$ cat src/rtl/mips_pkg.sv
// Shared MIPS encodings for the front end.
// Opcode/funct constants and the default bubble word.
package mips_pkg;

  localparam logic [5:0] OP_RTYPE = 6'b000000;
  localparam logic [5:0] OP_BEQ   = 6'b000100;
  localparam logic [5:0] OP_BNE   = 6'b000101;
  localparam logic [5:0] OP_J     = 6'b000010;
  localparam logic [5:0] OP_JAL   = 6'b000011;
  localparam logic [5:0] OP_SW    = 6'b101011;
  localparam logic [5:0] FN_JR    = 6'b001000;

  localparam logic [31:0] NOP_WORD = 32'h0000_0000;

endpackage

$ cat src/rtl/if_id_ctrl_if.sv
// Fetch <-> ID bus: fetched word in, redirect/stall out.
// master = fetch stage, slave = IF/ID control.
interface if_id_ctrl_if;

  logic [31:0] Instruction_if;
  logic [31:0] NextPC_if;
  logic        PC_IFWrite;
  logic        Z;
  logic        J;
  logic        JR;
  logic [31:0] JumpAddr;
  logic [31:0] JrAddr;
  logic [31:0] BranchAddr;

  modport master (
    output Instruction_if, NextPC_if,
    input  PC_IFWrite, Z, J, JR,
    input  JumpAddr, JrAddr, BranchAddr
  );

  modport slave (
    input  Instruction_if, NextPC_if,
    output PC_IFWrite, Z, J, JR,
    output JumpAddr, JrAddr, BranchAddr
  );

endinterface

$ cat src/rtl/hazard_detect.sv
// ID-stage stall detection for load-use and
// branch/jr operands still in flight.
module hazard_detect (
  input  logic [4:0] rs,
  input  logic [4:0] rt,
  input  logic       rs_used,
  input  logic       rt_used,
  input  logic       is_br,
  input  logic       RegWrite_ex,
  input  logic       MemRead_ex,
  input  logic [4:0] WriteReg_ex,
  input  logic       MemRead_mem,
  input  logic [4:0] WriteReg_mem,
  output logic       Stall
);

  logic rs_live;
  logic rt_live;
  logic rs_hit;
  logic rt_hit;

  assign rs_live = rs_used && (rs != 5'd0);
  assign rt_live = rt_used && (rt != 5'd0);

  // Branches resolve in ID, so they also wait on ALU results in EX
  // and on loads that have only reached MEM.
  assign rs_hit =
      (MemRead_ex && WriteReg_ex == rs)
    || (is_br && RegWrite_ex && WriteReg_ex == rs)
    || (is_br && MemRead_mem && WriteReg_mem == rs);

  assign rt_hit =
      (MemRead_ex && WriteReg_ex == rt)
    || (is_br && RegWrite_ex && WriteReg_ex == rt)
    || (is_br && MemRead_mem && WriteReg_mem == rt);

  assign Stall = (rs_live && rs_hit) || (rt_live && rt_hit);

endmodule

$ cat src/rtl/if_id_ctrl.sv
// IF/ID register, control-transfer decode, target
// arithmetic and saturating stall counter.
module if_id_ctrl
  import mips_pkg::*;
#(
  parameter int          CNT_W = 16,
  parameter logic [31:0] NOP   = mips_pkg::NOP_WORD
) (
  input  logic              clk,
  input  logic              reset,
  if_id_ctrl_if.slave       fe,
  input  logic [31:0]       RsData_id,
  input  logic [31:0]       RtData_id,
  input  logic              RegWrite_ex,
  input  logic              MemRead_ex,
  input  logic [4:0]        WriteReg_ex,
  input  logic              MemRead_mem,
  input  logic [4:0]        WriteReg_mem,
  output logic [31:0]       Instruction_id,
  output logic [31:0]       NextPC_id,
  output logic              Valid_id,
  output logic              Stall,
  output logic [CNT_W-1:0]  StallCount
);

  logic [5:0]  op;
  logic [5:0]  fn;
  logic [4:0]  rs;
  logic [4:0]  rt;
  logic [15:0] imm;
  logic        is_r;
  logic        is_beq;
  logic        is_bne;
  logic        is_j;
  logic        is_jr;
  logic        is_br;
  logic        rs_used;
  logic        rt_used;
  logic        go;
  logic        redirect;

  assign op  = Instruction_id[31:26];
  assign fn  = Instruction_id[5:0];
  assign rs  = Instruction_id[25:21];
  assign rt  = Instruction_id[20:16];
  assign imm = Instruction_id[15:0];

  assign is_r   = Valid_id && op == OP_RTYPE;
  assign is_beq = Valid_id && op == OP_BEQ;
  assign is_bne = Valid_id && op == OP_BNE;
  assign is_j   = Valid_id
               && (op == OP_J || op == OP_JAL);
  assign is_jr  = is_r && fn == FN_JR;
  assign is_br  = is_beq || is_bne || is_jr;

  assign rs_used = Valid_id
                && op != OP_J && op != OP_JAL;
  assign rt_used = is_r || is_beq || is_bne
                || (Valid_id && op == OP_SW);

  hazard_detect u_hazard (
    .rs           (rs),
    .rt           (rt),
    .rs_used      (rs_used),
    .rt_used      (rt_used),
    .is_br        (is_br),
    .RegWrite_ex  (RegWrite_ex),
    .MemRead_ex   (MemRead_ex),
    .WriteReg_ex  (WriteReg_ex),
    .MemRead_mem  (MemRead_mem),
    .WriteReg_mem (WriteReg_mem),
    .Stall        (Stall)
  );

  assign go = !Stall;

  assign fe.PC_IFWrite = !Stall;
  assign fe.Z  = go && (
      (is_beq && RsData_id == RtData_id)
    || (is_bne && RsData_id != RtData_id));
  assign fe.J  = go && is_j;
  assign fe.JR = go && is_jr;

  assign redirect = fe.Z || fe.J || fe.JR;

  assign fe.JumpAddr   = {NextPC_id[31:28],
                          Instruction_id[25:0], 2'b00};
  assign fe.BranchAddr = NextPC_id
                       + {{14{imm[15]}}, imm, 2'b00};
  assign fe.JrAddr     = RsData_id;

  // No delay slot: a taken redirect squashes the sequential fetch.
  always_ff @(posedge clk) begin
    if (reset) begin
      Instruction_id <= NOP;
      NextPC_id      <= 32'd0;
      Valid_id       <= 1'b0;
    end else if (!Stall) begin
      if (redirect) begin
        Instruction_id <= NOP;
        Valid_id       <= 1'b0;
      end else begin
        Instruction_id <= fe.Instruction_if;
        NextPC_id      <= fe.NextPC_if;
        Valid_id       <= 1'b1;
      end
    end
  end

  always_ff @(posedge clk) begin
    if (reset) begin
      StallCount <= '0;
    end else if (Stall && StallCount != '1) begin
      StallCount <= StallCount
                  + {{(CNT_W-1){1'b0}}, 1'b1};
    end
  end

endmodule

$ cat src/flat_wrapper.sv
// flat-port wrapper written by rule: the top's interface ports become plain ports
module if_id_ctrl_flat import mips_pkg::*;
#(
  parameter int          CNT_W = 16,
  parameter logic [31:0] NOP   = mips_pkg::NOP_WORD
)
  (clk, reset, RsData_id, RtData_id, RegWrite_ex, MemRead_ex, WriteReg_ex, MemRead_mem, WriteReg_mem, Instruction_id, NextPC_id, Valid_id, Stall, StallCount, fe_Instruction_if, fe_NextPC_if, fe_PC_IFWrite, fe_Z, fe_J, fe_JR, fe_JumpAddr, fe_JrAddr, fe_BranchAddr);
  if_id_ctrl_if fe_i ();
  input  logic clk;
  input  logic reset;
  input  logic [31:0] RsData_id;
  input  logic [31:0] RtData_id;
  input  logic RegWrite_ex;
  input  logic MemRead_ex;
  input  logic [4:0] WriteReg_ex;
  input  logic MemRead_mem;
  input  logic [4:0] WriteReg_mem;
  output logic [31:0] Instruction_id;
  output logic [31:0] NextPC_id;
  output logic Valid_id;
  output logic Stall;
  output logic [CNT_W-1:0] StallCount;
  input wire logic [$bits(fe_i.Instruction_if)-1:0] fe_Instruction_if;
  input wire logic [$bits(fe_i.NextPC_if)-1:0] fe_NextPC_if;
  output wire logic [$bits(fe_i.PC_IFWrite)-1:0] fe_PC_IFWrite;
  output wire logic [$bits(fe_i.Z)-1:0] fe_Z;
  output wire logic [$bits(fe_i.J)-1:0] fe_J;
  output wire logic [$bits(fe_i.JR)-1:0] fe_JR;
  output wire logic [$bits(fe_i.JumpAddr)-1:0] fe_JumpAddr;
  output wire logic [$bits(fe_i.JrAddr)-1:0] fe_JrAddr;
  output wire logic [$bits(fe_i.BranchAddr)-1:0] fe_BranchAddr;
  assign fe_i.Instruction_if = fe_Instruction_if;
  assign fe_i.NextPC_if = fe_NextPC_if;
  assign fe_PC_IFWrite = fe_i.PC_IFWrite;
  assign fe_Z = fe_i.Z;
  assign fe_J = fe_i.J;
  assign fe_JR = fe_i.JR;
  assign fe_JumpAddr = fe_i.JumpAddr;
  assign fe_JrAddr = fe_i.JrAddr;
  assign fe_BranchAddr = fe_i.BranchAddr;
  if_id_ctrl #(.CNT_W(CNT_W), .NOP(NOP)) u_core (.clk(clk), .reset(reset), .fe(fe_i), .RsData_id(RsData_id), .RtData_id(RtData_id), .RegWrite_ex(RegWrite_ex), .MemRead_ex(MemRead_ex), .WriteReg_ex(WriteReg_ex), .MemRead_mem(MemRead_mem), .WriteReg_mem(WriteReg_mem), .Instruction_id(Instruction_id), .NextPC_id(NextPC_id), .Valid_id(Valid_id), .Stall(Stall), .StallCount(StallCount));
endmodule
$ cat config.mk
export PLATFORM = sky130hd
export DESIGN_NAME = if_id_ctrl_flat
export DESIGN_NICKNAME = d
export VERILOG_FILES = /design/src/rtl/mips_pkg.sv /design/src/rtl/if_id_ctrl_if.sv /design/src/rtl/hazard_detect.sv /design/src/rtl/if_id_ctrl.sv /design/src/flat_wrapper.sv
export SDC_FILE = /design/constraint.sdc
export NUM_CORES = 1
export LEC_CHECK = 0
export ABC_AREA = 1
export CAP_MARGIN = 30
export CORE_MARGIN = 8
export CORE_UTILIZATION = 35
export DETAILED_ROUTE_END_ITERATION = 7
export PLACE_DENSITY = 0.72
export SKIP_CTS_REPAIR_TIMING = 1
export SYNTH_ARGS = -nofsm -noshare
export SYNTH_HDL_FRONTEND = slang
export SYNTH_SLANG_ARGS = --single-unit
export TNS_END_PERCENT = 50
$ cat constraint.sdc
create_clock -name clk -period 3.1 [get_ports clk]
set_input_delay 0.93 -clock clk [delete_from_list [all_inputs] [get_ports clk]]
set_output_delay 0.93 -clock clk [all_outputs]
set_load 0.01 [all_outputs]
==> run summary <==
initial antenna violation count - 1
final wirelength - 27430 um
CP Max Fanout - 11
Worst Path Required - 2.17 ns
synthesis-to-layout area growth - 76.60%
failing checks - negative setup slack
DIE WIDTH - 153.5 um
Crit path max-delay family - simple AND/OR/NAND/NOR gates
number of port buffers - 322
final cycle utilization of the critical path - 109.3%
CP cell instances - buf_12 > ha_4 > nand2_1 > nor2_1 > inv_1 > buf_4 > nor2_1 > nand3_1 > nand2_1 > xor2_1 > clkbuf_2
crit start category - flop
worst skew pair latency - 0.34 ns
Clock Path Buffers - 2
Sequential Area - 1643 um^2
status - complete, but fails checks
crit-path max cell delay - 0.33 ns
Final Max Slew Viols - 0
clk_skew - 0.009221 ns
TNS Setup - -1.683 ns
largest net degree at the start of global routing - 47
final hold vios - 0
element type at the critical path end - primary output
Peak Freq - 295.0 MHz
dpl hpwl - 21220 um
vias - 7896
CTS tree - yes
proportion of layout cells with a drive suffix above 1 - 25.21%
num rows - 50
dpl ws - -0.7115 ns
placed cell area - 10620 um^2
Max stage delay cell, worst path - dfxtp_2
#FFs+latches synth - 81
worst min-delay path class - reg -> reg
Power Total - 3815 uW
most frequent cells in the layout - 311 x nand2_1, 215 x clkdlybuf4s50_1, 140 x buf_4, 123 x inv_1, 80 x nor2_1
first-pass GRT wire length - 39850 um
die area - 23570 um^2
cells after synthesis - 1056
fin worst setup slack - -0.2897 ns
post-synthesis cell type count - 35
most common cell after layout, fill and taps aside - nand2_1
VDD IR-drop max - 0.0002608 V
Post-Syn Area - 6619 um^2
pwr/cell area - 326.4 nW/um^2
fin nets - 1622
clock root cell - clkbuf_16
Syn. warnings - 0
core area - 18640 um^2
Chip Height - 153.5 um
GPL Wtd Cong - 0.9601
Detailed Route Iter0 Violations - 329
final setup fails - 15
htree depth - 3
I/O pin count - 325
max cap viols - 0
RSZ-0062 raised after global routing - yes
Starting Density - 35.50%
GRT overflow - 0
Worst-path clk slew - 0.06 ns
number of global-route vias before repair - 7523
# fillers - 1616
syn avg cell area - 6.268 um^2
ANT nets after route - 0
Sink Count - 81
Global Route Usage Sum - 20.93%
Setup Crit Path Kind - reg -> out
vias per cell - 4.680
top cells by area, synth - dfxtp_1 24%, nand2_1 19%, buf_4 7.7%
Residual DRC - 0
Crit path arrival time - 2.46 ns
Synth top area share - 24.50%
post-DR wirelength/cell - 16.26 um
DR pass1 iterations - 5
Finished Cell Area - 11690 um^2
CTS buffer count - 9
sequential area share after synthesis - 24.50%
min Tclk post-route - 3.390 ns
WP buf/inv - 4
Lkg Pwr - 0.005976 uW
cell taking the most area after synthesis - dfxtp_1
area of the multi-input gates - 4518 um^2
-- power by group --
| part | switching [uW] | internal, uW | leakage (uW) |
|---|---|---|---|
| Sequential | 80.5 | 1100 | 0.000675 |
| Combinational | 699 | 827 | 0.00515 |
| Clock | 440 | 665 | 0.000152 |
| Total | 1220 | 2600 | 0.00598 |
-- stage by stage --
step,util [%],cells,hold WS (ns)
6_report,62.70,1687,0.5024
5_1_grt,62.70,1687,0.5220
4_1_cts,58.62,1679,0.5046
3_5_place_dp,56.99,1664,0.4938
3_3_place_gp,56.99,1664,0.4840
2_1_floorplan,-,1057,0.5074
-- cells in the mapped netlist, drive strengths merged --
library cell,instances
fa,1
nand3b,3
o21ai,19
conb,1
dfxtp,81
or2,1
xnor2,38
clkbuf,11
a31oi,1
o21a,4
nand3,47
inv,128
o21bai,7
a21oi,87
buf,82
a21o,1
nand4,7
ha,30
o221a,1
o221ai,1
a21boi,1
o211ai,1
nor3,12
xor2,27
nor2,131
nand2,330
nor4,3
-- cells by family (layout without fill, tap and decap cells) --
logic type / count (synthesis) / count (layout) / share of synthesized area [%]
AND/OR/NAND/NOR: 534 / 534 / 33.74
buffers and inverters: 221 / 616 / 17.13
AO/OA/AOI/OAI: 123 / 123 / 10.00
flip-flops: 81 / 81 / 24.50
XOR/XNOR: 65 / 65 / 8.601
adder cells (fa/ha/maj): 31 / 31 / 5.974
other: 1 / 3 / 0.05666
-- registers in the layout (all words and copies together), names as in the netlist --
signal                 flops
u_core.StallCount         16
u_core.Valid_id            1
u_core.NextPC_id          32
u_core.Instruction_id     32
-- worst paths after layout --
check                       startpoint                    to  depth (start not counted)  slack (ns)
max reg2reg   u_core.Instruction_id[0]  u_core.NextPC_id[20]                         16        0.55
max          u_core.Instruction_id[15]     fe_BranchAddr[30]                         11       -0.29
min reg2reg       u_core.StallCount[8]  u_core.StallCount[8]                          2        0.50
min               u_core.StallCount[8]  u_core.StallCount[8]                          2        0.50
-- worst min-delay path, delay by kind of cell (launching register included) --
kind / cells / cell delay [ns]
compound gates: 1 / 0.05
flops: 1 / 0.33
simple gates: 1 / 0.07
-- routing by layer --
layer,wire [um],vias up,track usage (%),share of wire (%)
met5,0,-,0,0
met4,846,0,8.026,3.1
met3,1719,44,5.465,6.3
met2,13860,278,37.83,51
met1,11000,3580,23.07,40
li1,-,3994,-,-
-- cell type report --
type | instances | share of cell area (%)
Antenna cell | 1 | 0.02141
Clock buffer | 11 | 2.162
Clock inverter | 4 | 0.4496
Inverter | 128 | 4.110
Multi-Input combinational cell | 755 | 38.65
Sequential cell | 81 | 14.05
Tap cell | 234 | 2.505
Timing Repair Buffer | 473 | 38.04
Power figures use the tool's default switching activity.
